--- src/rtl/bus_master_seq.sv ---
// FIFO-fed bus master: queues commands, requests the shared bus, generates write data and checks read data.
// Define BUS_MASTER_SEQ_PARK_EN to let a gap-0 head command follow the last beat without an IDLE bubble.
module bus_master_seq #(
  parameter int          ID      = 0,
  parameter int          DW      = 32,
  parameter int          AW      = 32,
  parameter int          NSLV    = 4,
  parameter int          DEPTH   = 4,
  parameter int          LENW    = 4,
  parameter int          GAPW    = 5,
  parameter int          TIMEOUT = 60,
  parameter logic [31:0] BASE    = 32'hFFEF_0200,
  localparam int         SW      = $clog2(NSLV)
) (
  input  logic            clk,
  input  logic            rst,
  input  logic            cmd_valid,
  output logic            cmd_ready,
  input  logic            cmd_rw,
  input  logic [SW-1:0]   cmd_slv,
  input  logic [LENW-1:0] cmd_len,
  input  logic [GAPW-1:0] cmd_gap,
  output logic [LENW-1:0] req,
  output logic            xfr,
  output logic            RW,
  output logic [AW-1:0]   addr,
  output logic [DW-1:0]   DataToSlave,
  input  logic            grant,
  input  logic [DW-1:0]   DataFromSlave,
  output logic            busy,
  output logic            done,
  output logic            timeout,
  output logic            rd_err,
  output logic [15:0]     err_cnt
);

  localparam int CW = $clog2(DEPTH);
  localparam int TW = $clog2(TIMEOUT + 1);

  typedef enum logic [1:0] {S_IDLE, S_WAIT, S_ARB} state_t;

  state_t          state_q;
  logic            fifo_rw_q  [DEPTH];
  logic [SW-1:0]   fifo_slv_q [DEPTH];
  logic [LENW-1:0] fifo_len_q [DEPTH];
  logic [GAPW-1:0] fifo_gap_q [DEPTH];
  logic [CW-1:0]   wp_q, rp_q;
  logic [CW:0]     cnt_q;

  logic            rw_q;
  logic [SW-1:0]   slv_q;
  logic [LENW-1:0] beats_q;
  logic [GAPW-1:0] gap_q;
  logic [TW-1:0]   timer_q;
  logic [DW-1:0]   wr_cnt_q [NSLV];
  logic [DW-1:0]   wr_cnt_d [NSLV];
  logic [DW-1:0]   rd_exp_q [NSLV];
  logic [DW-1:0]   rd_exp_d [NSLV];

  logic            xfr_q, bus_rw_q, done_q, timeout_q, rd_err_q;
  logic [LENW-1:0] req_q;
  logic [AW-1:0]   addr_q;
  logic [DW-1:0]   wdata_q;
  logic [15:0]     err_cnt_q;

  logic            empty, full, push, pop, beat_ok, last_beat, park_pop, mism, to_evt;
  logic            hd_rw;
  logic [SW-1:0]   hd_slv;
  logic [LENW-1:0] hd_len;
  logic [GAPW-1:0] hd_gap;

  function automatic logic [AW-1:0] addr_of(input logic [SW-1:0] s);
    return AW'(BASE) | (AW'(s) << 12) | (AW'(ID) << 4);
  endfunction

  assign empty     = (cnt_q == '0);
  assign full      = (cnt_q == (CW+1)'(DEPTH));
  assign cmd_ready = !full;
  assign busy      = (state_q != S_IDLE) || !empty;
  assign hd_rw     = fifo_rw_q[rp_q];
  assign hd_slv    = fifo_slv_q[rp_q];
  assign hd_len    = fifo_len_q[rp_q];
  assign hd_gap    = fifo_gap_q[rp_q];

  assign push      = cmd_valid && !full;
  assign beat_ok   = (state_q == S_ARB) && grant;
  assign last_beat = beat_ok && (beats_q == '0);
`ifdef BUS_MASTER_SEQ_PARK_EN
  assign park_pop  = last_beat && !empty && (hd_gap == '0);
`else
  assign park_pop  = 1'b0;
`endif
  assign pop       = ((state_q == S_IDLE) && !empty) || park_pop;
  assign mism      = beat_ok && !rw_q && (DataFromSlave != rd_exp_q[slv_q]);
  assign to_evt    = (state_q == S_ARB) && !grant && (timer_q == '0);

  // Counters advance here so the next beat's data (even for a parked command) sees the update.
  always_comb begin
    wr_cnt_d = wr_cnt_q;
    rd_exp_d = rd_exp_q;
    if (beat_ok) begin
      if (rw_q) wr_cnt_d[slv_q] = wr_cnt_q[slv_q] + DW'(1);
      else      rd_exp_d[slv_q] = rd_exp_q[slv_q] + DW'(1);
    end
  end

  always_ff @(posedge clk) begin
    if (rst) begin
      state_q   <= S_IDLE;
      wp_q      <= '0;
      rp_q      <= '0;
      cnt_q     <= '0;
      rw_q      <= 1'b0;
      slv_q     <= '0;
      beats_q   <= '0;
      gap_q     <= '0;
      timer_q   <= '0;
      xfr_q     <= 1'b0;
      bus_rw_q  <= 1'b0;
      req_q     <= '0;
      addr_q    <= '0;
      wdata_q   <= '0;
      done_q    <= 1'b0;
      timeout_q <= 1'b0;
      rd_err_q  <= 1'b0;
      err_cnt_q <= '0;
      for (int s = 0; s < NSLV; s++) begin
        wr_cnt_q[s] <= DW'(s) << (DW - 4);
        rd_exp_q[s] <= DW'(s) << (DW - 8);
      end
    end else begin
      done_q    <= 1'b0;
      timeout_q <= 1'b0;
      rd_err_q  <= mism;
      wr_cnt_q  <= wr_cnt_d;
      rd_exp_q  <= rd_exp_d;
      if ((mism || to_evt) && (err_cnt_q != 16'hFFFF)) err_cnt_q <= err_cnt_q + 16'd1;

      if (push) begin
        fifo_rw_q[wp_q]  <= cmd_rw;
        fifo_slv_q[wp_q] <= cmd_slv;
        fifo_len_q[wp_q] <= cmd_len;
        fifo_gap_q[wp_q] <= cmd_gap;
        wp_q             <= wp_q + CW'(1);
      end
      if (pop) rp_q <= rp_q + CW'(1);
      cnt_q <= cnt_q + (CW+1)'(push) - (CW+1)'(pop);

      case (state_q)
        S_IDLE: if (!empty) begin
          rw_q    <= hd_rw;
          slv_q   <= hd_slv;
          beats_q <= hd_len;
          gap_q   <= hd_gap;
          timer_q <= TW'(TIMEOUT);
          if (hd_gap != '0) begin
            state_q <= S_WAIT;
          end else begin
            state_q  <= S_ARB;
            xfr_q    <= 1'b1;
            req_q    <= hd_len;
            bus_rw_q <= hd_rw;
            addr_q   <= addr_of(hd_slv);
            wdata_q  <= hd_rw ? wr_cnt_d[hd_slv] : '0;
          end
        end
        S_WAIT: begin
          if (gap_q == GAPW'(1)) begin
            state_q  <= S_ARB;
            xfr_q    <= 1'b1;
            req_q    <= beats_q;
            bus_rw_q <= rw_q;
            addr_q   <= addr_of(slv_q);
            wdata_q  <= rw_q ? wr_cnt_d[slv_q] : '0;
          end
          gap_q <= gap_q - GAPW'(1);
        end
        S_ARB: begin
          if (grant) begin
            timer_q <= TW'(TIMEOUT);
            if (beats_q == '0) begin
              done_q <= 1'b1;
              if (park_pop) begin
                rw_q     <= hd_rw;
                slv_q    <= hd_slv;
                beats_q  <= hd_len;
                req_q    <= hd_len;
                bus_rw_q <= hd_rw;
                addr_q   <= addr_of(hd_slv);
                wdata_q  <= hd_rw ? wr_cnt_d[hd_slv] : '0;
              end else begin
                state_q  <= S_IDLE;
                xfr_q    <= 1'b0;
                req_q    <= '0;
                bus_rw_q <= 1'b0;
                addr_q   <= '0;
                wdata_q  <= '0;
              end
            end else begin
              beats_q <= beats_q - LENW'(1);
              req_q   <= beats_q - LENW'(1);
              wdata_q <= rw_q ? wr_cnt_d[slv_q] : '0;
            end
          end else if (timer_q == '0) begin
            timeout_q <= 1'b1;
            state_q   <= S_IDLE;
            xfr_q     <= 1'b0;
            req_q     <= '0;
            bus_rw_q  <= 1'b0;
            addr_q    <= '0;
            wdata_q   <= '0;
          end else begin
            timer_q <= timer_q - TW'(1);
          end
        end
        default: state_q <= S_IDLE;
      endcase
    end
  end

  assign xfr         = xfr_q;
  assign req         = req_q;
  assign RW          = bus_rw_q;
  assign addr        = addr_q;
  assign DataToSlave = wdata_q;
  assign done        = done_q;
  assign timeout     = timeout_q;
  assign rd_err      = rd_err_q;
  assign err_cnt     = err_cnt_q;

endmodule
--- config.mk ---
export PLATFORM = sky130hd
export DESIGN_NAME = bus_master_seq
export DESIGN_NICKNAME = d
export VERILOG_FILES = /design/src/rtl/bus_master_seq.sv
export SDC_FILE = /design/constraint.sdc
export NUM_CORES = 1
export LEC_CHECK = 0
export BUFFER_PORTS_ARGS = -buffer_cell sky130_fd_sc_hd__clkbuf_2
export CORE_ASPECT_RATIO = 0.75
export CORE_MARGIN = 2
export CORE_UTILIZATION = 39
export DETAILED_ROUTE_END_ITERATION = 16
export PLACE_DENSITY_LB_ADDON = 0.1
export SLEW_MARGIN = 20
export SYNTH_ARGS = -nofsm -noshare
export SYNTH_HDL_FRONTEND = slang
export SYNTH_SLANG_ARGS = --single-unit
--- constraint.sdc ---
create_clock -name clk -period 6.9 [get_ports clk]
set_clock_uncertainty 0.15 [all_clocks]
set_input_delay 0.69 -clock clk [delete_from_list [all_inputs] [get_ports clk]]
set_output_delay 0.69 -clock clk [all_outputs]
set_load 0.1 [all_outputs]
After elaboration in Yosys (flattened, before gate mapping)
Memory sizes are Yosys's and may differ from the RTL's. A register that Yosys moved wholly into a read port is not among the register bits.
Index checks and enable logic that the tools add are counted.
{ "word_totals": {"output_inout_bits": 91, "wordCells": 178, "inputBits": 48, "mem_bits_rw": 48, "register_bits": 372, "memories": 4} }
{ "op_classes": {"muxes": 81, "n_bitwise": 6, "reduce_logical": 34, "addsub": 10, "order_cmp": 3, "eq_ne": 14} }
{ "mem_list": {"columns": ["memory", "depth", "word_bits", "rd", "rd_clocked_by_memory_dff", "wr", "line_no", "rtl"], "rows": [
  ["fifo_gap_q", 4, 5, 1, 1, 1, "46", "logic [GAPW-1:0] fifo_gap_q [DEPTH];"],
  ["fifo_len_q", 4, 4, 1, 1, 1, "45", "logic [LENW-1:0] fifo_len_q [DEPTH];"],
  ["fifo_slv_q", 4, 2, 1, 1, 1, "44", "logic [SW-1:0] fifo_slv_q [DEPTH];"],
  ["fifo_rw_q", 4, 1, 1, 1, 1, "43", "logic fifo_rw_q [DEPTH];"]
]} }
{ "op_table": {"columns": ["op", "count"], "rows": [
  ["32-bit 2-to-1 mux", 22],
  ["32-bit binary-select mux with 2-bit select", 4],
  ["128-bit bitwise mux", 2],
  ["128-bit 2-to-1 mux", 2],
  ["32-bit one-hot mux with 3 select lines", 2],
  ["32-bit by 1-bit adder with 32-bit output, second input constant", 2],
  ["32-bit demux with 2-bit select", 1],
  ["4-bit 2-to-1 mux", 9],
  ["32-bit inequality test", 1],
  ["2-bit 2-to-1 mux", 14],
  ["6-bit 2-to-1 mux", 3],
  ["16-bit by 1-bit adder with 16-bit output, second input constant", 1],
  ["16-bit inequality test, second input constant", 1],
  ["1-bit 2-to-1 mux", 14],
  ["4-bit one-hot mux with 3 select lines", 1],
  ["6-bit one-hot mux with 2 select lines", 1],
  ["2-bit inequality test, second input constant", 5],
  ["5-bit one-hot mux with 2 select lines", 1],
  ["1-bit logical AND", 9],
  ["4-bit one-hot mux with 2 select lines", 1],
  ["4-bit AND reduction", 2],
  ["3-bit greater-or-equal comparator, second input constant", 2],
  ["6-bit zero test", 1],
  ["3-bit by 2-bit inequality test with 1-bit output, second input constant", 2],
  ["other kinds (30)", 45]
]} }

Depth between registers and ports, before layout
Gate-level depths: netlist (run 1).
{ "depth": {"word_depth": 15, "mapped_depth": 15, "mapped_depth_nobuf": 12} }

Worst setup path after synthesis (run 1)
OpenSTA, ideal clock, no wires.
{ "synth_path": {"kind": "register to register", "from": "reg slv_q[0]", "to": "reg wdata_q[16] (netlist: DataToSlave[16])", "slack_ns": 3.561, "t_arrival_ns": 3.055, "period_less_slack_ns": 3.339, "setup_ns": 0.134, "n_path_buf": 4, "path_stages_with_launch": 14, "t_required_ns": 6.616, "cell_sequence": "dfxtp_1 buf_6 buf_12 mux4_2 ha_1 and3_1 buf_6 and2_1 buf_6 xor2_1 mux2i_1 o22ai_1 a2111oi_0 a211oi_1"} }
{ "synth_between": {"elab_chain_len": 15, "elab_cells_between_ends": 27, "classes_between": "add/sub: 1; order compare: 2; mux: 22; bitwise: 1; reduce/logical: 1"} }
{ "synth_lines": {"columns": ["element", "line_no", "rtl"], "rows": [
  ["from (decl)", "51", "logic [SW-1:0] slv_q;"],
  ["from (signal assigned)", "152", "slv_q <= hd_slv;"],
  ["from (signal assigned)", "185", "slv_q <= hd_slv;"],
  ["2-bit NOT with 3-bit output (not written as such) (*)", "102, 174, 202", null],
  ["32-bit binary-select mux with 2-bit select, or another cell as far along", "102", "if (rw_q) wr_cnt_d[slv_q] = wr_cnt_q[slv_q] + DW'(1);"],
  ["32-bit 2-to-1 mux (not written as such) or 1-bit logical AND (tied branches)", "102", null],
  ["32-bit 2-to-1 mux (not written as such)", "102", null],
  ["32-bit by 1-bit adder with 32-bit output or 32-bit demux with 2-bit select (tied branches)", "102", null],
  ["128-bit bitwise mux", "102", null],
  ["128-bit 2-to-1 mux", "102", null],
  ["128-bit 2-to-1 mux", "101", "if (beat_ok) begin"],
  ["32-bit binary-select mux with 2-bit select, on equally long branches", null, null],
  ["32-bit 2-to-1 mux, on equally long branches (3 in series)", "174, 202, 164", null],
  ["32-bit 2-to-1 mux, on equally long branches", "181, 156", null],
  ["32-bit 2-to-1 mux, on equally long branches", "179, 150", null],
  ["32-bit one-hot mux with 3 select lines (*)", "149", "case (state_q)"],
  ["to (signal assigned)", "174", "wdata_q <= rw_q ? wr_cnt_d[slv_q] : '0;"],
  ["to (signal assigned)", "190", "wdata_q <= hd_rw ? wr_cnt_d[hd_slv] : '0;"],
  ["to (signal assigned)", "202", "wdata_q <= rw_q ? wr_cnt_d[slv_q] : '0;"],
  ["to (decl)", "63", "logic [DW-1:0] wdata_q;"]
]} }
Mark *: on every way between the ends. The rest lies on a longest branch, timed or not. The select of a mux whose other input is x is not followed.
A chain may end at the register's enable or synchronous reset.

Worst setup path in the final report (run 1)
Ends and elaborated chain as after synthesis.

==> results of run 1 <==
## state kept, by name, summed over array words and instances (netlist names), 5 cells and up, named ones only
name / flops
err_cnt: 16
wr_cnt_q: 128
rd_exp_q: 128
timer_q: 6
gap_q: 5
fifo_slv_q: 8
fifo_gap_q: 20
DataToSlave: 32
fifo_len_q: 16
## kinds of logic after synthesis
family,Yosys count,synth area share
simple gates,809,0.185
mux,144,0.126
fa+ha+maj,20,0.0129
compound gates,444,0.147
buf+inv,209,0.0526
flops,393,0.418
xor+xnor,128,0.0589
other cells,1,0.000188
## metrics by stage
| stage | setup WS (ps) | hold slack (ps) | util | std cells |
|---|---|---|---|---|
| 2_1_floorplan | 3560 | 283 | - | 2161 |
| 3_3_place_gp | 2220 | 291 | 0.415 | 2798 |
| 3_5_place_dp | 2160 | 300 | 0.415 | 2798 |
| 4_1_cts | 2120 | 130 | 0.445 | 2878 |
| 5_1_grt | 1880 | 161 | 0.445 | 2878 |
| 6_report | 2030 | 166 | 0.445 | 2879 |
## layout make-up
| class | instances | area share |
|---|---|---|
| tap | 657 | 0.0366 |
| inverter | 32 | 0.00536 |
| clock buffer | 59 | 0.0556 |
| antenna | 1 | 0.000112 |
| multi-input combinational | 1559 | 0.478 |
| timing repair buffer | 157 | 0.0392 |
| clock inverter | 21 | 0.0131 |
| sequential | 393 | 0.373 |
## report_power, final
group	total, uW	internal (uW)	switching [uW]	leakage, uW
Clock	2510	1500	1010	0.000748
Sequential	2830	2550	284	0.00323
Combinational	3330	832	2500	0.00353
Total	8670	4880	3790	0.00751
## worst reg2reg max path: stages, from the launching register on
cell and delay, ps:
dfxtp_4 960, buf_4 570, mux4_2 450, nand4_1 110, nor2_1 850, and2_1 400, xor2_1 170, mux2i_1 300
o22ai_1 140, a2111oi_0 460, a211oi_1 130
## worst min-delay path by stage
| stage | startpoint | end | slack (ps) | cells past startpoint |
|---|---|---|---|---|
| final | cmd_slv[1] | fifo_slv_q[2][1] | 170 | 1 |
| after global routing | cmd_len[1] | fifo_len_q[2][1] | 160 | 1 |
| after CTS | cmd_slv[1] | fifo_slv_q[2][1] | 130 | 1 |
| after detailed placement | DataToSlave[23] | DataToSlave[23] | 300 | 2 |
| after global placement | req[3] | req[3] | 290 | 2 |
| after floorplan | rd_exp_q[1] | rd_exp_q[1] | 280 | 2 |
## metal layers
metal	track usage	up-vias	wire, um
li1	-	7797	-
met1	0.346	7931	29600
met2	0.323	551	25200
met3	0.0386	82	4080
met4	0.0615	0	1260
met5	0	-	0
## cells in the final DEF, fill, tap and decap left out, types with 9 or more instances in the layout
master	instances
or2_2	9
conb_1	14
mux2i_1	56
a211oi_1	147
o211ai_1	17
dfxtp_1	343
clkbuf_8	9
o22ai_1	14
nand3_1	48
buf_4	33
and3_1	9
o21ai_0	72
a31oi_1	9
mux4_2	71
a21oi_1	109
xnor2_1	81
edfxtp_1	48
nor2b_1	21
or3_1	11
clkbuf_2	123
ha_1	19
nand4_1	29
and2_1	16
inv_1	31
xor2_1	41
mux4_1	11
nor3_1	63
clkbuf_16	44
nor2_1	395
nand2_1	147
==> impl_metrics.yaml, run 1 <==
route:
  ant_nets: 0
  via_count: 16400
  dr.pass1.iters: 8
  drt_iter0_markers: 1707
  drt-vias-per-instance: 5.68
  drc: 0
  routedWlPerCell_um: 20.9
  postRouteWirelength_um: 60200
placement:
  io_buffers: 124
  place.gp.congestion: 0.839
  placed_area_um2: 20900
  place_hpwl_um: 39000
finish:
  multi_input_area_um2: 10700
  syn2layout_area_growth_pct: 12.3
  fillers: 4867
  layout.nets: 2255
  drive_gt1_frac: 0.161
  seqCellArea_um2: 8360
  design_area_um2: 22400
synthesis:
  syn_inst: 2148
  synth_area_per_cell_um2: 9.30
  synth_top_cell_by_area: "dfxtp_1"
  synth_cell_types: 89
  synth_area_leaders: "dfxtp_1, mux4_2, nor2_1, edfxtp_1, a211oi_1"
  yosysTopAreaCellShare: 0.346
  synth_seq_area_share: 0.418
  synth-edff-count: 48
  synth-async-reset-ratio: 0
  post-synth-top-count-cell: "nor2_1"
  ys_ff_latch: 393
  ys_top_cells_by_count: "nor2_1, dfxtp_1, a211oi_1, nand2_1, a21oi_1"
  syn_area_um2: 20000
  yosys_warnings: 0
  synth_flop_cell: "dfxtp_1"
worst_setup_path:
  cp-end-kind: "flip-flop"
  worstSetupPathType: "flip-flop to flip-flop"
  cp_cell_sequence: "buf_4 -> mux4_2 -> nand4_1 -> nor2_1 -> and2_1 -> xor2_1 -> mux2i_1 -> o22ai_1 -> a2111oi_0 -> a211oi_1"
  critPathSlowestCell: "dfxtp_4"
  r2r_cells: 10
  timing.rr.start: "slv_q[0]"
  worstPathArrival_ps: 5130
  cp_max_fo: 53
  cp_top_family: "simple AND/OR/NAND/NOR gates"
  path_buf_inv: 1
  r2r-end: "DataToSlave[16]"
  startpoint_type: "flip-flop"
  startpoint: "slv_q[0]"
  slowest_delay_ps: 960
  crit_cells: 10
  crit_path_end: "DataToSlave[16]"
  required_ps: 7150
  r2r_slack_ps: 2030
clock_tree:
  path_clk_slew_ps: 60
  tritoncts: "built"
  clockBufferDepth: 3
  cts_buffers: 44
  cts.sinks: 393
  insertion_delay_ps: 590
  cts_max_level: 2
  hold_buffers: 0
  post-cts-setup-buffer-count: 0
  ctsResizeCount: 0
  cts_root_buffer: "clkbuf_16"
timing:
  clock.fmax_mhz: 205
  relSlewSlack: 0.256
  period_needed_ps: 4870
  rsz0062_at_grt: "false"
  slew_viol_final: 0
  setup_viol: 0
  fin_crit_sh: 0.706
  hold_viol_final: 0
  fin_tns_setup_ps: 0
  worst_pin_slew_ps: 1110
floorplanning:
  start_util: 0.397
  coreArea_um2: 50400
  fp-row-count: 71
  dieArea_um2: 53100
  fp.dieW_um: 265
  fp.dieH_um: 200
  io_pins: 139
grt:
  grt_first_pass_wirelength_um: 93000
  antenna_found_initial: 0
  grt_max_degree: 101
  grt_pass1_vias: 15500
  grt_overflow: 0
  track_usage: 0.226
outcome:
  outcome: "complete, no violations"
hold_path:
  hold_class: "input port to flip-flop"
pwr:
  power_density_nw_per_um2: 387
  leakagePower_uw: 0.00751
  ir_worst_vdd_mv: 0.352
  power_uw: 8670
flow_run:
  drv_cap: 0
No activity file was read; power rests on OpenSTA's default activity.
==> run 2, diff against run 1 <==
Clock period 6.9 ns to 4.7 ns, I/O delays scaled along.
==> impl_metrics.yaml, run 2 (synthesized netlist as in run 1, its figures left out) <==
clock_tree:
  clockBufferDepth: 3
  cts_buffers: 43
  insertion_delay_ps: 580
  cts_root_buffer: "clkbuf_16"
  tritoncts: "built"
  path_clk_slew_ps: 60
  cts.sinks: 393
  cts_max_level: 2
  post-cts-setup-buffer-count: 0
placement:
  place_hpwl_um: 41200
  place.gp.congestion: 0.856
  io_buffers: 124
  dp_cells: 2822
floorplanning:
  dieArea_um2: 53100
  fp.dieH_um: 200
  fp.dieW_um: 265
  start_util: 0.397
  coreArea_um2: 50400
  io_pins: 139
  fp-row-count: 71
worst_setup_path:
  cp-end-kind: "flip-flop"
  startpoint_type: "flip-flop"
  worstSetupPathType: "flip-flop to flip-flop"
  cp_max_fo: 24
  worstPathArrival_ps: 4560
  required_ps: 4970
grt:
  top_usage_layer: "met1"
  track_usage: 0.229
  grt_util_met2: 0.330
  antenna_found_initial: 0
  grt_pass1_vias: 15700
  grt_overflow: 0
  grt_first_pass_wirelength_um: 94800
  grt.met1_usage: 0.349
  met3_usage: 0.0424
  grt_max_degree: 172
pwr:
  power_uw: 12700
  leakagePower_uw: 0.00765
  clkPwrFrac: 0.275
  p_comb_frac: 0.400
  swShare: 0.438
  power_frac_seq: 0.325
  internal_power_uw: 7120
  switchingPower_uw: 5560
  power_density_nw_per_um2: 558
  ir_worst_vdd_mv: 0.577
route:
  drt-vias-per-instance: 5.69
  dr.pass1.iters: 5
  drt_iter0_markers: 1483
  drc: 0
  routedWlPerCell_um: 21.0
  via_count: 16600
  ant_nets: 0
  postRouteWirelength_um: 61100
timing:
  rsz0062_at_grt: "false"
  hold_viol_final: 0
  fin_tns_setup_ps: 0
  period_needed_ps: 4290
  slew_viol_final: 0
  worst_pin_slew_ps: 1010
  relSlewSlack: 0.327
  clock.fmax_mhz: 233
  setup_viol: 0
  fin_crit_sh: 0.912
finish:
  layout.nets: 2291
  final_util: 0.451
  drive_gt1_frac: 0.167
  fin_cells: 2915
  final_cell_mix: "nor2_1, dfxtp_1, nand2_1, a211oi_1, clkbuf_2"
  layout_commonest_cell: "nor2_1"
  syn2layout_area_growth_pct: 13.7
hold_path:
  hold_class: "input port to flip-flop"
outcome:
  outcome: "complete, no violations"
flow_run:
  drv_cap: 0
[run 2: power by group through the flow]
stage	logic [uW]	clock network, uW	registers, uW
3_3_place_gp	5020	0	4180
5_1_grt	5380	3700	4170
2_1_floorplan	3020	0	5030
3_5_place_dp	5040	0	4190
6_report	5080	3480	4120
4_1_cts	5070	3570	4120
[run 2: repair_timing]
item | in CTS | in global routing
resized for setup | 0 | 0
hold endpoints to repair | 49 | 0
hold buffers | 13 | 0
endpoints found under the setup margin | 0 | 0
[run 2: worst paths after layout]
check	start	to	slack [ps]	depth (start not counted)
worst min register to register	DataToSlave[23]	DataToSlave[23]	300	2
worst max register to register	slv_q[1]	DataToSlave[16]	410	10
worst min-delay path	rst	timer_q[1]	200	2
worst max-delay path	slv_q[1]	DataToSlave[16]	410	10
[run 2: final cells by class]
type                    instances  area [um^2]
fillers                      4780        27700
multi-input cells            1559        10700
flip-flops and latches        393         8360
clock buffers                  63         1280
repair buffers                194         1260
well taps                     657          822
clock inverters                15          159
inverters                      32          120
diodes                          2         5.00
[run 2: critical path: stages (launching register included)]
cell and delay (ps):
dfxtp_4 720, buf_4 360, mux4_2 340, ha_1 390, and3_1 610, and2_1 380
xor2_1 190, mux2i_1 280, o22ai_1 130, a2111oi_0 470, a211oi_1 130
[run 2: stage by stage]
step	hold slack (ps)	cell area (um^2)	setup slack [ps]
2_1_floorplan	283	20000	1360
3_3_place_gp	293	21100	666
3_5_place_dp	303	21100	505
4_1_cts	196	22700	486
5_1_grt	221	22700	59.0
6_report	200	22700	412
[run 2: per-layer routing]
| layer | vias to the layer above | share of wire |
|---|---|---|
| met5 | - | 0 |
| met4 | 0 | 0.017 |
| met3 | 80 | 0.072 |
| met2 | 583 | 0.42 |
| met1 | 8047 | 0.49 |
| li1 | 7865 | - |
==> run 3, diff against run 2 <==
Settings changed: RECOVER_POWER set to 100.
==> impl_metrics.yaml, run 3 (synthesized netlist as in run 1, its figures left out) <==
finish:
  multi_input_area_um2: 10600
  fillers: 4844
  seqCellArea_um2: 8360
  diodes: 0
  final_cell_mix: "nor2_1, dfxtp_1, nand2_1, a211oi_1, a21oi_1"
  layout_commonest_cell: "nor2_1"
  layout.nets: 2291
  drive_gt1_frac: 0.115
  final_util: 0.445
  syn2layout_area_growth_pct: 12.2
hold_path:
  hold_class: "input port to flip-flop"
  hp-start: "grant"
  holdPathStages: 3
worst_setup_path:
  worstSetupPathType: "flip-flop to flip-flop"
  startpoint: "slv_q[1]"
  path_buf_inv: 1
  required_ps: 4940
  cp-end-kind: "flip-flop"
  critPathSlowestCell: "dfxtp_4"
  timing.rr.start: "slv_q[1]"
  crit_cells: 10
  startpoint_type: "flip-flop"
  cp_cell_sequence: "buf_4 -> mux4_1 -> and4_1 -> and3_1 -> and2_0 -> nand4_1 -> xor2_1 -> o21ai_0 -> a31oi_1 -> a311oi_1"
  r2r_cells: 10
  cp_top_family: "simple AND/OR/NAND/NOR gates"
  worstPathArrival_ps: 4660
  cp_max_fo: 24
  slowest_delay_ps: 720
timing:
  hold_viol_final: 0
  fin_tns_setup_ps: 0
  worst_pin_slew_ps: 3470
  slew_viol_final: 100
  period_needed_ps: 4420
  clock.fmax_mhz: 226
  rsz0062_at_grt: "false"
  setup_viol: 0
  relSlewSlack: -1.31
  fin_crit_sh: 0.940
floorplanning:
  fp.dieH_um: 200
  start_util: 0.397
  fp.dieW_um: 265
  fp-row-count: 71
  coreArea_um2: 50400
  dieArea_um2: 53100
  io_pins: 139
route:
  postRouteWirelength_um: 61100
  routedWlPerCell_um: 21.0
  via_count: 16600
  drt-vias-per-instance: 5.68
  drt_iter0_markers: 1474
  ant_nets: 0
  dr.pass1.iters: 8
  drc: 0
outcome:
  violations: "max-capacitance violations, max-slew violations"
  outcome: "finished with violations"
clock_tree:
  cts.sinks: 393
  cts_buffers: 43
  tritoncts: "built"
  hold_buffers: 13
  clockBufferDepth: 3
  cts_max_level: 2
  path_clk_slew_ps: 60
  insertion_delay_ps: 570
  ctsResizeCount: 0
  post-cts-setup-buffer-count: 0
  cts_root_buffer: "clkbuf_16"
placement:
  place.gp.congestion: 0.856
  io_buffers: 124
  place_hpwl_um: 41200
pwr:
  ir_worst_vdd_mv: 0.564
  power_density_nw_per_um2: 562
  leakagePower_uw: 0.00726
grt:
  track_usage: 0.229
  antenna_found_initial: 0
  grt_first_pass_wirelength_um: 94800
  grt_pass1_vias: 15700
  grt_overflow: 0
  grt_max_degree: 172
flow_run:
  drv_cap: 2
==> run 3: cell count changes in the layout (fill, tap and decap cells not counted), moves of 3 or more <==
cell      before  now
clkbuf_1       9  105
clkbuf_2     123   37
buf_4         51   41
and2_0         0    7
and2_1        16    9
nor2_1       395  399
nor2_4         8    4
nor3_1        64   67
xnor2_1       81   84
==> run 3: power by group <==
part | internal (uW) | total [uW] | switching [uW]
clock | 2060 | 3490 | 1430
sequential | 3750 | 4120 | 369
combinational | 1260 | 5000 | 3750
==> run 3: layer usage <==
metal | part of all wire | track usage
met4 | 0.019 | 0.0580
met3 | 0.072 | 0.0424
met5 | 0 | 0
met2 | 0.42 | 0.330
met1 | 0.49 | 0.349
==> run 3: final cells by class <==
type,count,share of cell area
multi-input cells,1559,0.472
clock buffers,63,0.0572
inverters,32,0.00536
well taps,657,0.0367
repair buffers,194,0.0495
flip-flops and latches,393,0.373
clock inverters,15,0.00709
==> run 3: through the flow <==
step / hold slack [ps] / area, um^2 / total power, uW / worst slack [ps] / instances
6_report: 284 / 22400 / 12600 / 280 / 2913
5_1_grt: 311 / 22400 / 13200 / 29.8 / 2913
4_1_cts: 196 / 22700 / 12800 / 486 / 2913
3_5_place_dp: 303 / 21100 / 9230 / 505 / 2822
3_3_place_gp: 293 / 21100 / 9200 / 666 / 2822
2_1_floorplan: 283 / 20000 / 8050 / 1360 / 2161
==> run 3: worst min-delay path, cell delays in order <==
cell and delay [ps]:
clkbuf_2 140, nand2_1 210, nor3_1 120
==> run 3: final timing paths <==
| path | end | slack (ps) |
|---|---|---|
| worst min register to register | DataToSlave[23] | 300 |
| worst max-delay path | DataToSlave[21] | 280 |
| worst min-delay path | done | 280 |
| worst max register to register | DataToSlave[21] | 280 |
